`src/rtl/alu_reg_seq.sv`:
```
// alu_reg_seq: control-side sequencer for the register-file/ALU datapath.
// Accepts MIPS R-type words over a valid/ready handshake, decodes them,
// drives addresses/ALU_OP/Write_Reg for one EXEC cycle and reports completion.
// Optional feature macro: ALU_REG_SEQ_OF_GUARD_EN (suppress writeback of an
// overflowing add/sub and flag it as Illegal).
module alu_reg_seq #(
    parameter int CNT_W = 16
) (
    input  logic             Clk,
    input  logic             Reset,
    input  logic [31:0]      Inst,
    input  logic             Inst_Valid,
    output logic             Inst_Ready,
    output logic [4:0]       R_Addr_A,
    output logic [4:0]       R_Addr_B,
    output logic [4:0]       W_Addr,
    output logic             Write_Reg,
    output logic [2:0]       ALU_OP,
    input  logic             ZF,
    input  logic             OF,
    output logic             Done,
    output logic             Illegal,
    output logic             Flag_ZF,
    output logic             Flag_OF,
    output logic [CNT_W-1:0] Inst_Count
);

    typedef enum logic [1:0] {
        S_IDLE   = 2'd0,
        S_DECODE = 2'd1,
        S_EXEC   = 2'd2,
        S_DONE   = 2'd3
    } state_t;

    state_t           state_q, state_d;
    logic [31:0]      inst_q, inst_d;
    logic [4:0]       ra_q, ra_d, rb_q, rb_d, wa_q, wa_d;
    logic [2:0]       op_q, op_d;
    logic             illegal_q, illegal_d;
    logic             zf_q, zf_d, of_q, of_d;
    logic [CNT_W-1:0] cnt_q, cnt_d;

    logic             legal_dec;
    logic [2:0]       op_dec;
    logic             ovf_block;
    logic [4:0]       shamt_unused;

    // shamt is not used by any supported operation
    assign shamt_unused = inst_q[10:6];

    // Decode the latched word: opcode must be SPECIAL and funct from the supported set
    always_comb begin
        legal_dec = 1'b0;
        op_dec    = 3'b000;
        if (inst_q[31:26] == 6'b000000) begin
            legal_dec = 1'b1;
            case (inst_q[5:0])
                6'b100100: op_dec = 3'b000;
                6'b100101: op_dec = 3'b001;
                6'b100110: op_dec = 3'b010;
                6'b100111: op_dec = 3'b011;
                6'b100000: op_dec = 3'b100;
                6'b100010: op_dec = 3'b101;
                6'b101010: op_dec = 3'b110;
                6'b000100: op_dec = 3'b111;
                default:   legal_dec = 1'b0;
            endcase
        end
    end

`ifdef ALU_REG_SEQ_OF_GUARD_EN
    // An overflowing add/sub must not reach the register file
    assign ovf_block = ((op_q == 3'b100) || (op_q == 3'b101)) && OF;
`else
    assign ovf_block = 1'b0;
`endif

    // Next-state and register updates for each FSM phase
    always_comb begin
        state_d   = state_q;
        inst_d    = inst_q;
        ra_d      = ra_q;
        rb_d      = rb_q;
        wa_d      = wa_q;
        op_d      = op_q;
        illegal_d = illegal_q;
        zf_d      = zf_q;
        of_d      = of_q;
        cnt_d     = cnt_q;
        case (state_q)
            S_IDLE: begin
                if (Inst_Valid) begin
                    inst_d  = Inst;
                    state_d = S_DECODE;
                end
            end
            S_DECODE: begin
                ra_d = inst_q[25:21];
                rb_d = inst_q[20:16];
                wa_d = inst_q[15:11];
                if (legal_dec) begin
                    op_d      = op_dec;
                    illegal_d = 1'b0;
                    state_d   = S_EXEC;
                end else begin
                    illegal_d = 1'b1;
                    state_d   = S_DONE;
                end
            end
            S_EXEC: begin
                zf_d      = ZF;
                of_d      = OF;
                cnt_d     = cnt_q + {{(CNT_W-1){1'b0}}, 1'b1};
                illegal_d = ovf_block;
                state_d   = S_DONE;
            end
            default: begin
                state_d = S_IDLE;
            end
        endcase
    end

    // State and datapath-control registers; async active-low reset discards any pending work
    always_ff @(posedge Clk or negedge Reset) begin
        if (!Reset) begin
            state_q   <= S_IDLE;
            inst_q    <= '0;
            ra_q      <= '0;
            rb_q      <= '0;
            wa_q      <= '0;
            op_q      <= '0;
            illegal_q <= 1'b0;
            zf_q      <= 1'b0;
            of_q      <= 1'b0;
            cnt_q     <= '0;
        end else begin
            state_q   <= state_d;
            inst_q    <= inst_d;
            ra_q      <= ra_d;
            rb_q      <= rb_d;
            wa_q      <= wa_d;
            op_q      <= op_d;
            illegal_q <= illegal_d;
            zf_q      <= zf_d;
            of_q      <= of_d;
            cnt_q     <= cnt_d;
        end
    end

    // Outputs: strobes decoded from state so reset removes them immediately
    always_comb begin
        Inst_Ready = (state_q == S_IDLE);
        Write_Reg  = (state_q == S_EXEC) && (wa_q != 5'd0) && !ovf_block;
        Done       = (state_q == S_DONE);
        Illegal    = (state_q == S_DONE) && illegal_q;
        R_Addr_A   = ra_q;
        R_Addr_B   = rb_q;
        W_Addr     = wa_q;
        ALU_OP     = op_q;
        Flag_ZF    = zf_q;
        Flag_OF    = of_q;
        Inst_Count = cnt_q;
    end

endmodule

```
`config.mk`:
```
export PLATFORM = sky130hd
export DESIGN_NAME = alu_reg_seq
export DESIGN_NICKNAME = d
export VERILOG_FILES = /design/src/rtl/alu_reg_seq.sv
export SDC_FILE = /design/constraint.sdc
export NUM_CORES = 1
export LEC_CHECK = 0
export CAP_MARGIN = 40
export CELL_PAD_IN_SITES_DETAIL_PLACEMENT = 0
export CELL_PAD_IN_SITES_GLOBAL_PLACEMENT = 1
export CORE_MARGIN = 2
export CORE_UTILIZATION = 38
export DETAILED_ROUTE_END_ITERATION = 8
export PLACE_DENSITY_LB_ADDON = 0.1
export SLEW_MARGIN = 10
export SYNTH_ARGS = -nofsm -noshare
export SYNTH_HDL_FRONTEND = slang
export SYNTH_SLANG_ARGS = --single-unit
```
`constraint.sdc`:
```
create_clock -name Clk -period 2.4 [get_ports Clk]
set_clock_uncertainty 0.15 [all_clocks]
set_input_delay 0.24 -clock Clk [delete_from_list [all_inputs] [get_ports Clk]]
set_output_delay 0.24 -clock Clk [all_outputs]
set_load 0.005 [all_outputs]
```
# Word-level counts from Yosys, hierarchy flattened

Cells that the tools add are included.

Flip-flop bits (word level): 71
Logic and storage cells: 41

$add $sub $neg: 1
Equality and inequality tests: 12
Mux-type cells: 9
Reductions and logical operators: 9

Operator list:

| cell                  | count |
|---|---|
| $eq 6x6->1 const B    | 7 |
| $pmux 3 s7            | 1 |
| $add 16x1->16 const B | 1 |
| $reduce_or 8->1       | 1 |
| $eq 6x3->1 const B    | 1 |
| $logic_not 6->1       | 1 |
| $pmux 2 s3            | 1 |
| $reduce_bool 5->1     | 1 |
| $eq 2x2->1 const B    | 2 |
| $mux 1                | 4 |
| $reduce_and 2->1      | 2 |
| $mux 3                | 1 |
| $eq 2x1->1 const B    | 1 |
| $logic_and 1x1->1     | 2 |
| $logic_not 2->1       | 1 |
| $mux 2                | 1 |
| $ne 2x2->1 const B    | 1 |
| $pmux 1 s2            | 1 |
| $reduce_bool 2->1     | 1 |

# Longest topological paths before layout

Gate-level depths: netlist of the first run.

Depth after elaboration: 6
Gate-level depth with buffers: 7
Depth with buffers taken out: 6

# Worst setup path before layout of the first run

Ideal clock, no wire load.

Kind: register to register
Start: reg state_q[0]
End: reg inst_q[11]
Setup time: 125 ps
Data arrival time: 1,486 ps
Required time: 2,125 ps
Setup slack: 639 ps
Stages on the path, launching flop included: 6
Buffers on the path: 1
Period minus slack after synthesis: 1,761 ps
Path through: dfrtp_1 inv_1 ha_1 nand2_1 buf_2 mux2_2

Longest elaborated chain between the ends: 2

Ends and longest elaborated chain:

| element                           | line | RTL |
|---|---|---|
| start, declared                   | 35   | `state_t state_q, state_d;` |
| start signal, assigned            | 137  | `state_q <= state_d;` |
| $logic_not 2->1                   | n/a  |  |
| net Inst_Ready                    | 13   | `output logic Inst_Ready,` |
| $reduce_and 2->1 (no source line) | n/a  |  |
| end signal, assigned              | 138  | `inst_q <= inst_d;` |
| end, declared                     | 36   | `logic [31:0] inst_q, inst_d;` |

The timed path passes the listed nets, and every way through them passes these cells.
A chain may end at the register's enable or synchronous reset.

# Worst setup path after layout of the first run

Start: reg wa_q[1] (netlist: W_Addr[1])
End: out Write_Reg

Longest elaborated chain between the ends: 2

Ends and longest elaborated chain:

| element                | line | RTL |
|---|---|---|
| start, declared        | 37   | `logic [4:0] ra_q, ra_d, rb_q, rb_d, wa_q, wa_d;` |
| start signal, assigned | 141  | `wa_q <= wa_d;` |
| $reduce_bool 5->1      | 153  | `Write_Reg = (state_q == S_EXEC) && (wa_q != 5'd0) && !ovf_block;` |
| $logic_and 1x1->1      | 153  |  |
| end, declared          | 17   | `output logic Write_Reg,` |

Every way passes these cells.

==> key figures, run 1 <==
STA
  • Final hold vios: 0
  • Setup TNS: 0 ns
  • Final Max Tran Viols: 0
  • Final Cycle Share: 94.4%
  • Fmax: 441 MHz
  • RSZ-0062 raised after global routing: no
  • Final setup viols: 0
  • Slew margin rel.: 70.5%
  • Final min period: 2.27 ns
  • Worst-Margin Slew: 0.443 ns

Clock tree
  • Clock-pin slew of the registers on the worst-case setup and hold paths: approximately 0.070 ns
  • Clk_lat worst skew: 0.33 ns
  • Root Buffer: clkbuf_8
  • Max Root-Sink Buffers: 2
  • Htree depth: 3
  • CTS tree: built
  • Postcts setup bufs: 0
  • Sink Count: 66
  • Total CTS buffers: 9

Layout
  • Commonest non-fill, non-tap cell in the layout: clkdlybuf4s50_1
  • Fillers: 662
  • Area grow syn2layout: 36.5%
  • Share of cells above drive strength 1: a little over a quarter
  • Nets@finish: 329
  • N_diodes: 0
  • Highest-count cells in the layout ignoring fill and taps: clkdlybuf4s50_1, dfrtp_1, mux2_2

Hold path
  • Min-Delay Path Class: in -> async

Detailed routing
  • Detail Route Antenna Nets: 0
  • Iteration-0 DRC Markers: 44
  • Routed vias/inst: around 4.7
  • Routed via count: 1854
  • # DRC: 0
  • Drt wl/cell: 13.7 um
  • Total Wirelength: ~5300 um
  • DR pass1 iterations: 4

Synthesis
  • #FFs+latches synth: 66
  • Ys flop type: dfrtp_1
  • Mapped cell area: about 2800 um2
  • Average footprint of a synthesized cell: between 10 and 15 um2
  • Post-synth top area cell: dfrtp_1
  • Post-synth top area share: 58.2%
  • Synth Instances: 204
  • YS warnings: 0
  • Synth cell types: 39
  • Post-synth EDFFs: 0
  • Sequential element share of the synthesized area: 58.2%
  • Async SR Flop Fraction: 100%
  • Synth area leaders: dfrtp_1, mux2_2, xnor2_1, ha_1, xor2_1
  • Syn nets: 246

Die
  • Boundary Pins: 77
  • Core area: 7250 um2
  • Vert. Die Dim: 90.4 um
  • Num rows: 31
  • Die area: 8170 um2
  • Die width: 90.4 um
  • Starting density of the core: 39.1%

Critical path
  • Buffers & Inverters on Critical Path: 1
  • Crit Path Category: reg -> out
  • Top fanout value on the critical path: 3
  • CP peak stage delay: between 0.5 and 0.6 ns
  • Length in cells of the worst reg-to-reg path: 7
  • Slowest CP cell: or4_1
  • Worst r2r src: state_q[0]
  • Nature of the critical path endpoint: output port
  • Critical path required time: approximately 2 ns
  • CP cell instances: or4_1 > o21a_1 > clkdlybuf4s50_1
  • Register-to-register setup slack: 0.46 ns
  • Worst r2r dst: Inst_Count[10]
  • Critical path's top delay family: simple AND/OR/NAND/NOR gates
  • Worst EP arrival: 1.88 ns
  • Startpoint types: register

Global routing
  • First-pass GRT wire length: 9160 um
  • GRT Overall Usage: 14.4%
  • Gr ovfl total: 0
  • Largest net degree at the start of global routing: 35
  • Number of global-route vias before repair: between 1.5k and 2k
  • Initial antenna violation count: 0

Outcome
  • Status: completed

Placement
  • Routability cong.: 0.729
  • Port buffer count: 71
  • Final HPWL from detailed placement: 3810 um

Power
  • Power Density: 1170 nW/um2
  • Cell leakage power: 1.64 nW
  • VDD IR max: 0.451 mV
  • Pwr Total: 4.52 mW

Flow run
  • Maximum Capacitance Violations: 0
[sequential cells by signal, indices dropped and copies added (netlist names)]
| signal | flops |
|---|---|
| ALU_OP | 3 |
| illegal_q | 1 |
| Inst_Count | 16 |
| inst_q | 27 |
| W_Addr | 5 |
| Flag_OF | 1 |
| Flag_ZF | 1 |
| state_q | 2 |
| R_Addr_B | 5 |
| R_Addr_A | 5 |
[how the worst max path moves through the flow]
stage / from / endpoint / slack (ns) / cells past startpoint
6_report: W_Addr[1] / Write_Reg / 0.13 / 3
5_1_grt: W_Addr[1] / Write_Reg / 0.05 / 3
4_1_cts: W_Addr[1] / Write_Reg / 0.09 / 3
3_5_place_dp: state_q[0] / Inst_Count[13] / 0.45 / 6
3_3_place_gp: state_q[0] / Inst_Count[15] / 0.44 / 6
2_1_floorplan: state_q[0] / inst_q[11] / 0.64 / 5
[repair_timing]
item / CTS / global route
resized for setup: 0 / 0
endpoints found under the setup margin: 0 / 0
endpoints found under the hold margin: 66 / 0
hold buffers: 1 / 0
[synthesized netlist by cell type (2+ instances only)]
cell and count:
nand3_1 3, xnor2_1 10, mux2_2 46, nand2_1 11, and3_1 2, nand4_1 2
nand2b_1 2, o21ai_1 3, nand3_2 3, buf_2 5, nor2b_1 3, dfrtp_1 66
inv_1 6, o21ai_0 3, xor2_1 5, nor2_1 7, ha_1 5
[stage by stage]
stage | hold WS, ns | instances | setup WS (ns) | utilization, % | instance area, um2
after detailed placement | 0.155 | 374 | 0.445 | 50.7 | 3680
after global placement | 0.154 | 374 | 0.443 | 50.7 | 3680
after CTS | 0.312 | 391 | 0.0876 | 53.4 | 3870
after floorplan | -0.206 | 204 | 0.639 | - | 2840
after global routing | 0.354 | 391 | 0.0548 | 53.4 | 3870
final | 0.316 | 391 | 0.134 | 53.4 | 3870
[report_power, final]
group	internal (mW)	leakage (nW)	total [mW]	switching [mW]
clock	0.457	0.0965	0.850	0.393
sequential	1.59	0.811	1.95	0.366
combinational	1.11	0.737	1.71	0.604
total	3.15	1.64	4.52	1.36
[cell type report]
cell class	instances	area, um2	area share, %
Clock buffer	14	173	4.46
Tap cell	99	124	3.20
Sequential cell	66	1650	42.6
Inverter	6	22.5	0.582
Timing Repair Buffer	77	753	19.5
Clock inverter	2	10.0	0.258
Multi-Input combinational cell	127	1140	29.4
[cell families (layout without fill, tap and decap cells)]
family / count (synthesis) / count (layout) / share of synthesized area, %
flops: 66 / 66 / 58.2
buf+inv: 11 / 99 / 1.68
fa+ha+maj: 5 / 5 / 2.20
compound gates: 16 / 16 / 4.54
mux: 48 / 48 / 19.0
xor+xnor: 15 / 15 / 4.63
simple gates: 43 / 43 / 9.74
[worst min-delay path, delay by kind of cell]
family | cells | cell delay (ns)
buffers and inverters | 3 | 0.98
[metal layers]
layer	up-vias	track usage (%)	share of wire (%)
met4	0	8.08	1.7
met1	915	17.4	43
li1	886	-	-
met3	8	4.42	6.2
met2	45	22.8	49
met5	-	0	0
(Power assumes the default switching activity.)
==> run 2: changes to the inputs <==
Settings changed: CORE_MARGIN 2 to 8.
==> key figures, run 2 (same netlist as run 1, synthesis figures left out) <==
Clock tree
  • Htree depth: 3
  • Total CTS buffers: 9
  • Post_cts resized: 0
  • Sink Count: 66
  • Clock-pin slew of the registers on the worst-case setup and hold paths: roughly 0.07 ns
  • Clk_lat worst skew: 0.32 ns
  • Postcts setup bufs: 0
  • CTS tree: built
  • Max Root-Sink Buffers: 2
  • Root Buffer: clkbuf_8

Detailed routing
  • Total Wirelength: ~5800 um
  • Drt wl/cell: 14.9 um
  • # DRC: 0
  • DR pass1 iterations: 3
  • Iteration-0 DRC Markers: 20
  • Routed vias/inst: between 4 and 5
  • Detail Route Antenna Nets: 0
  • Routed via count: between 1.5k and 2k

Die
  • Core area: just over 7000 um2
  • Num rows: 31
  • Boundary Pins: between 70 and 80
  • Die width: just over 100 um
  • Starting density of the core: 39.1%
  • Die area: 10500 um2
  • Vert. Die Dim: 102 um

STA
  • Slew margin rel.: 48.1%
  • RSZ-0062 raised after global routing: no
  • Final Max Tran Viols: 0
  • Worst Slack Setup Final: 0.126 ns
  • Setup TNS: 0 ns
  • Worst-Margin Slew: ~0.78 ns
  • Final hold vios: 0
  • Final setup viols: 0
  • Hold Slack: 0.317 ns
  • Final min period: 2.27 ns
  • Fmax: 440 MHz
  • Final Cycle Share: a little over nine tenths

Critical path
  • CP peak stage delay: 0.53 ns
  • Register-to-register setup slack: roughly 0.5 ns
  • Worst r2r src: state_q[0]
  • Slowest CP cell: or4_1
  • Startpoint types: register
  • Worst r2r dst: Inst_Count[11]
  • Critical path's top delay family: simple AND/OR/NAND/NOR gates
  • Length in cells of the worst reg-to-reg path: 6
  • Top fanout value on the critical path: 3
  • Nature of the critical path endpoint: output port
  • Critical path required time: 2.01 ns
  • Buffers & Inverters on Critical Path: 1
  • Crit Path Category: reg -> out
  • CP cell instances: or4_1 > o21a_1 > clkdlybuf4s50_1
  • Worst EP arrival: 1.88 ns

Layout
  • Largest register FFs: 27
  • Area grow syn2layout: 39.0%
  • Reg area: 1650 um2
  • Fillers: 659
  • Nets@finish: roughly 330
  • N_diodes: 0
  • Final core utilization: 54.4%
  • Area of the multi-input gates: about 1100 um2
  • Share of cells above drive strength 1: 27.1%
  • Biggest register: inst_q
  • Highest-count cells in the layout ignoring fill and taps: clkdlybuf4s50_1, dfrtp_1, mux2_2
  • Commonest non-fill, non-tap cell in the layout: clkdlybuf4s50_1

Power
  • VDD IR max: 0.634 mV
  • Cell leakage power: between 1.5 and 2 nW
  • Power Density: about 1200 nW/um2
  • Pwr Total: 4.83 mW

Global routing
  • Initial antenna violation count: 0
  • Largest net degree at the start of global routing: 35
  • First-pass GRT wire length: 9720 um
  • Gr ovfl total: 0
  • Number of global-route vias before repair: 2024
  • GRT Overall Usage: around 12%

Placement
  • Routability cong.: roughly 0.71
  • Setup WS pre-CTS: 0.442 ns
  • Port buffer count: 71
  • Final HPWL from detailed placement: between 4000 and 5000 um

Outcome
  • Status: completed

Flow run
  • Maximum Capacitance Violations: 0

Hold path
  • Cells on Worst Hold Path: 1
  • Min-Delay Path Class: reg -> reg
  • Hold Startpoint: Inst_Count[15]
  • Hold endpoint: Inst_Count[15]
-- run 2: cell types whose count changed in the layout (fill, tap and decap cells not counted), sizes merged --
cell,delta
buf,-1
bufinv,+3
clkbuf,-4
inv,+1
-- run 2: worst max path at each step --
stage | startpoint | to | cells after the start
floorplan | state_q[0] | inst_q[11] | 5
global placement | state_q[0] | Inst_Count[15] | 6
detailed placement | state_q[0] | Inst_Count[11] | 6
CTS | W_Addr[1] | Write_Reg | 3
global route | W_Addr[1] | Write_Reg | 3
finish | W_Addr[1] | Write_Reg | 3
-- run 2: repair_timing --
action                     4_1_cts  5_1_grt
hold endpoints to repair        33        0
setup endpoints to repair        0        0
hold buffers                     1        0
-- run 2: area by class of cell --
| class | count | area share, % |
|---|---|---|
| Clock buffer | 10 | 3.49 |
| Clock inverter | 6 | 2.85 |
| Inverter | 6 | 0.571 |
| Multi-Input combinational cell | 127 | 28.9 |
| Sequential cell | 66 | 41.9 |
| Tap cell | 99 | 3.14 |
| Timing Repair Buffer | 76 | 19.2 |
-- run 2: routing by layer --
metal | vias up | global-route usage (%) | routed length (um)
met2 | 45 | 20.1 | 2880
li1 | 880 | - | -
met4 | 0 | 4.74 | 72
met1 | 907 | 13.8 | 2460
met5 | - | 0 | 0
met3 | 8 | 4.09 | 384
-- run 2: through the flow --
step | instance area, um2 | instances
6_report | 3950 | 390
5_1_grt | 3950 | 390
4_1_cts | 3950 | 390
3_5_place_dp | 3680 | 373
3_3_place_gp | 3680 | 373
2_1_floorplan | 2840 | 204
-- run 2: report_power, final --
group	switching, mW	internal [mW]
sequential	0.377	1.59
clock	0.419	0.722
combinational	0.615	1.11
total	1.41	3.42
==> run 3: changes to the inputs <==
Settings changed: PLACE_DENSITY from default to 0.81, PLACE_DENSITY_LB_ADDON 0.1 to default.
==> key figures, run 3 (same netlist as run 1, synthesis figures left out) <==
Clock tree
  • CTS tree: built
  • Clk_lat worst skew: 0.32 ns
  • Sink Count: 66
  • Max Root-Sink Buffers: 2
  • Root Buffer: clkbuf_8
  • Htree depth: 3
  • Postcts setup bufs: 0
  • Clock-pin slew of the registers on the worst-case setup and hold paths: 0.07 ns
  • Post_cts resized: 0
  • Total CTS buffers: 9

Power
  • Cell leakage power: 1.65 nW
  • Seq pwr share: 43.0%
  • Int Pwr: roughly 3.2 mW
  • VDD IR max: 0.544 mV
  • Clock power frac: between 10% and 20%
  • Power Density: 1170 nW/um2
  • Pwr Total: 4.56 mW
  • Switching pwr: 1.38 mW
  • Sw frac: 30.2%
  • Comb power frac: 38.1%

Layout
  • Area of the multi-input gates: roughly 1100 um2
  • Nets@finish: 329
  • Highest-count cells in the layout ignoring fill and taps: clkdlybuf4s50_1, dfrtp_1, mux2_2
  • Largest register FFs: 27
  • Area grow syn2layout: 37.1%
  • Layout Cells excl Fill: 390
  • Biggest register: inst_q
  • Share of cells above drive strength 1: roughly 27%
  • Reg area: 1650 um2
  • Design Area, Final: 3890 um2
  • Final core utilization: 53.6%
  • Commonest non-fill, non-tap cell in the layout: clkdlybuf4s50_1
  • Fillers: 662
  • N_diodes: 0

Detailed routing
  • Iteration-0 DRC Markers: 53
  • Total Wirelength: 5740 um
  • DR pass1 iterations: 4
  • Routed via count: 1823
  • Drt wl/cell: between 10 and 15 um
  • Detail Route Antenna Nets: 0
  • # DRC: 0
  • Routed vias/inst: 4.67

Global routing
  • First-pass GRT wire length: between 9000 and 10000 um
  • Initial antenna violation count: 0
  • Number of global-route vias before repair: between 2k and 2.5k
  • Largest net degree at the start of global routing: 54
  • GRT Overall Usage: 12.0%
  • Gr ovfl total: 0

Critical path
  • Worst EP arrival: 1.86 ns
  • Nature of the critical path endpoint: output port
  • Critical path required time: 2.01 ns
  • Startpoint types: register
  • Crit Path Category: reg -> out
  • Length in cells of the worst reg-to-reg path: 6
  • Top fanout value on the critical path: 3

Die
  • Die width: 102 um
  • Starting density of the core: 39.1%
  • Core area: 7250 um2
  • Num rows: 31
  • Die area: around 10000 um2
  • Vert. Die Dim: slightly above 100 um
  • Boundary Pins: 77

STA
  • Final setup viols: 0
  • Final min period: 2.25 ns
  • Final Cycle Share: 94.0%
  • Worst Slack Setup Final: 0.145 ns
  • RSZ-0062 raised after global routing: no
  • Slew margin rel.: 77.3%
  • Setup TNS: 0 ns
  • Final hold vios: 0
  • Worst-Margin Slew: 0.340 ns
  • Hold Slack: 0.208 ns
  • Final Max Tran Viols: 0
  • Fmax: approximately 440 MHz

Placement
  • Port buffer count: 71
  • Placed cell area: 3690 um2
  • Placed cells: 374
  • Setup WS pre-CTS: around 0.39 ns
  • Routability cong.: roughly 0.84
  • Final HPWL from detailed placement: 4270 um

Hold path
  • Min-Delay Path Class: in -> async

Outcome
  • Status: completed

Flow run
  • Maximum Capacitance Violations: 0
-- run 3: cell count changes in the layout (fill, tap and decap cells not counted), sizes merged --
| cell | change |
|---|---|
| bufinv | -3 |
| inv | -1 |
| buf | +1 |
| clkbuf | +3 |
-- run 3: power groups by stage --
stage               Sequential [mW]  Combinational [mW]  Clock [mW]
floorplan                      1.91                1.01           0
global placement               1.96                1.74           0
detailed placement             1.98                1.77           0
CTS                            1.96                1.78       0.896
global route                   2.03                1.94       0.941
finish                         1.96                1.74       0.861
-- run 3: cell type report --
class / instances / area share (%)
Clock buffer: 13 / 4.60
Clock inverter: 2 / 0.257
Inverter: 6 / 0.579
Multi-Input combinational cell: 127 / 29.3
Sequential cell: 66 / 42.4
Tap cell: 99 / 3.18
Timing Repair Buffer: 77 / 19.7
-- run 3: worst paths after layout --
kind                             endpoint  slack, ns      startpoint
max                             Write_Reg       0.15       W_Addr[0]
min                             ALU_OP[1]       0.21           Reset
max reg2reg                Inst_Count[11]       0.42      state_q[0]
min reg2reg                Inst_Count[15]       0.33  Inst_Count[15]
max in group asynchronous      inst_q[26]       1.30           Reset
min in group Clk           Inst_Count[15]       0.33  Inst_Count[15]
-- run 3: timing repair --
action                                  CTS  global route
endpoints found under the setup margin    0             0
endpoints found under the hold margin    13             0
hold buffers                              1             0
-- run 3: layer usage --
layer,vias up,share of wire [%],wire length (um),GRT usage (%)
met5,-,0,0,0
met4,0,1.8,106,6.55
met3,7,6.3,359,3.68
met2,46,49,2790,19.3
met1,889,43,2490,14.0
li1,881,-,-,-
-- run 3: worst max-delay path, cell delays in order (launching register included) --
cell             delay, ns
dfrtp_1               0.41
or4_1                 0.51
o21a_1                0.18
clkdlybuf4s50_1       0.45
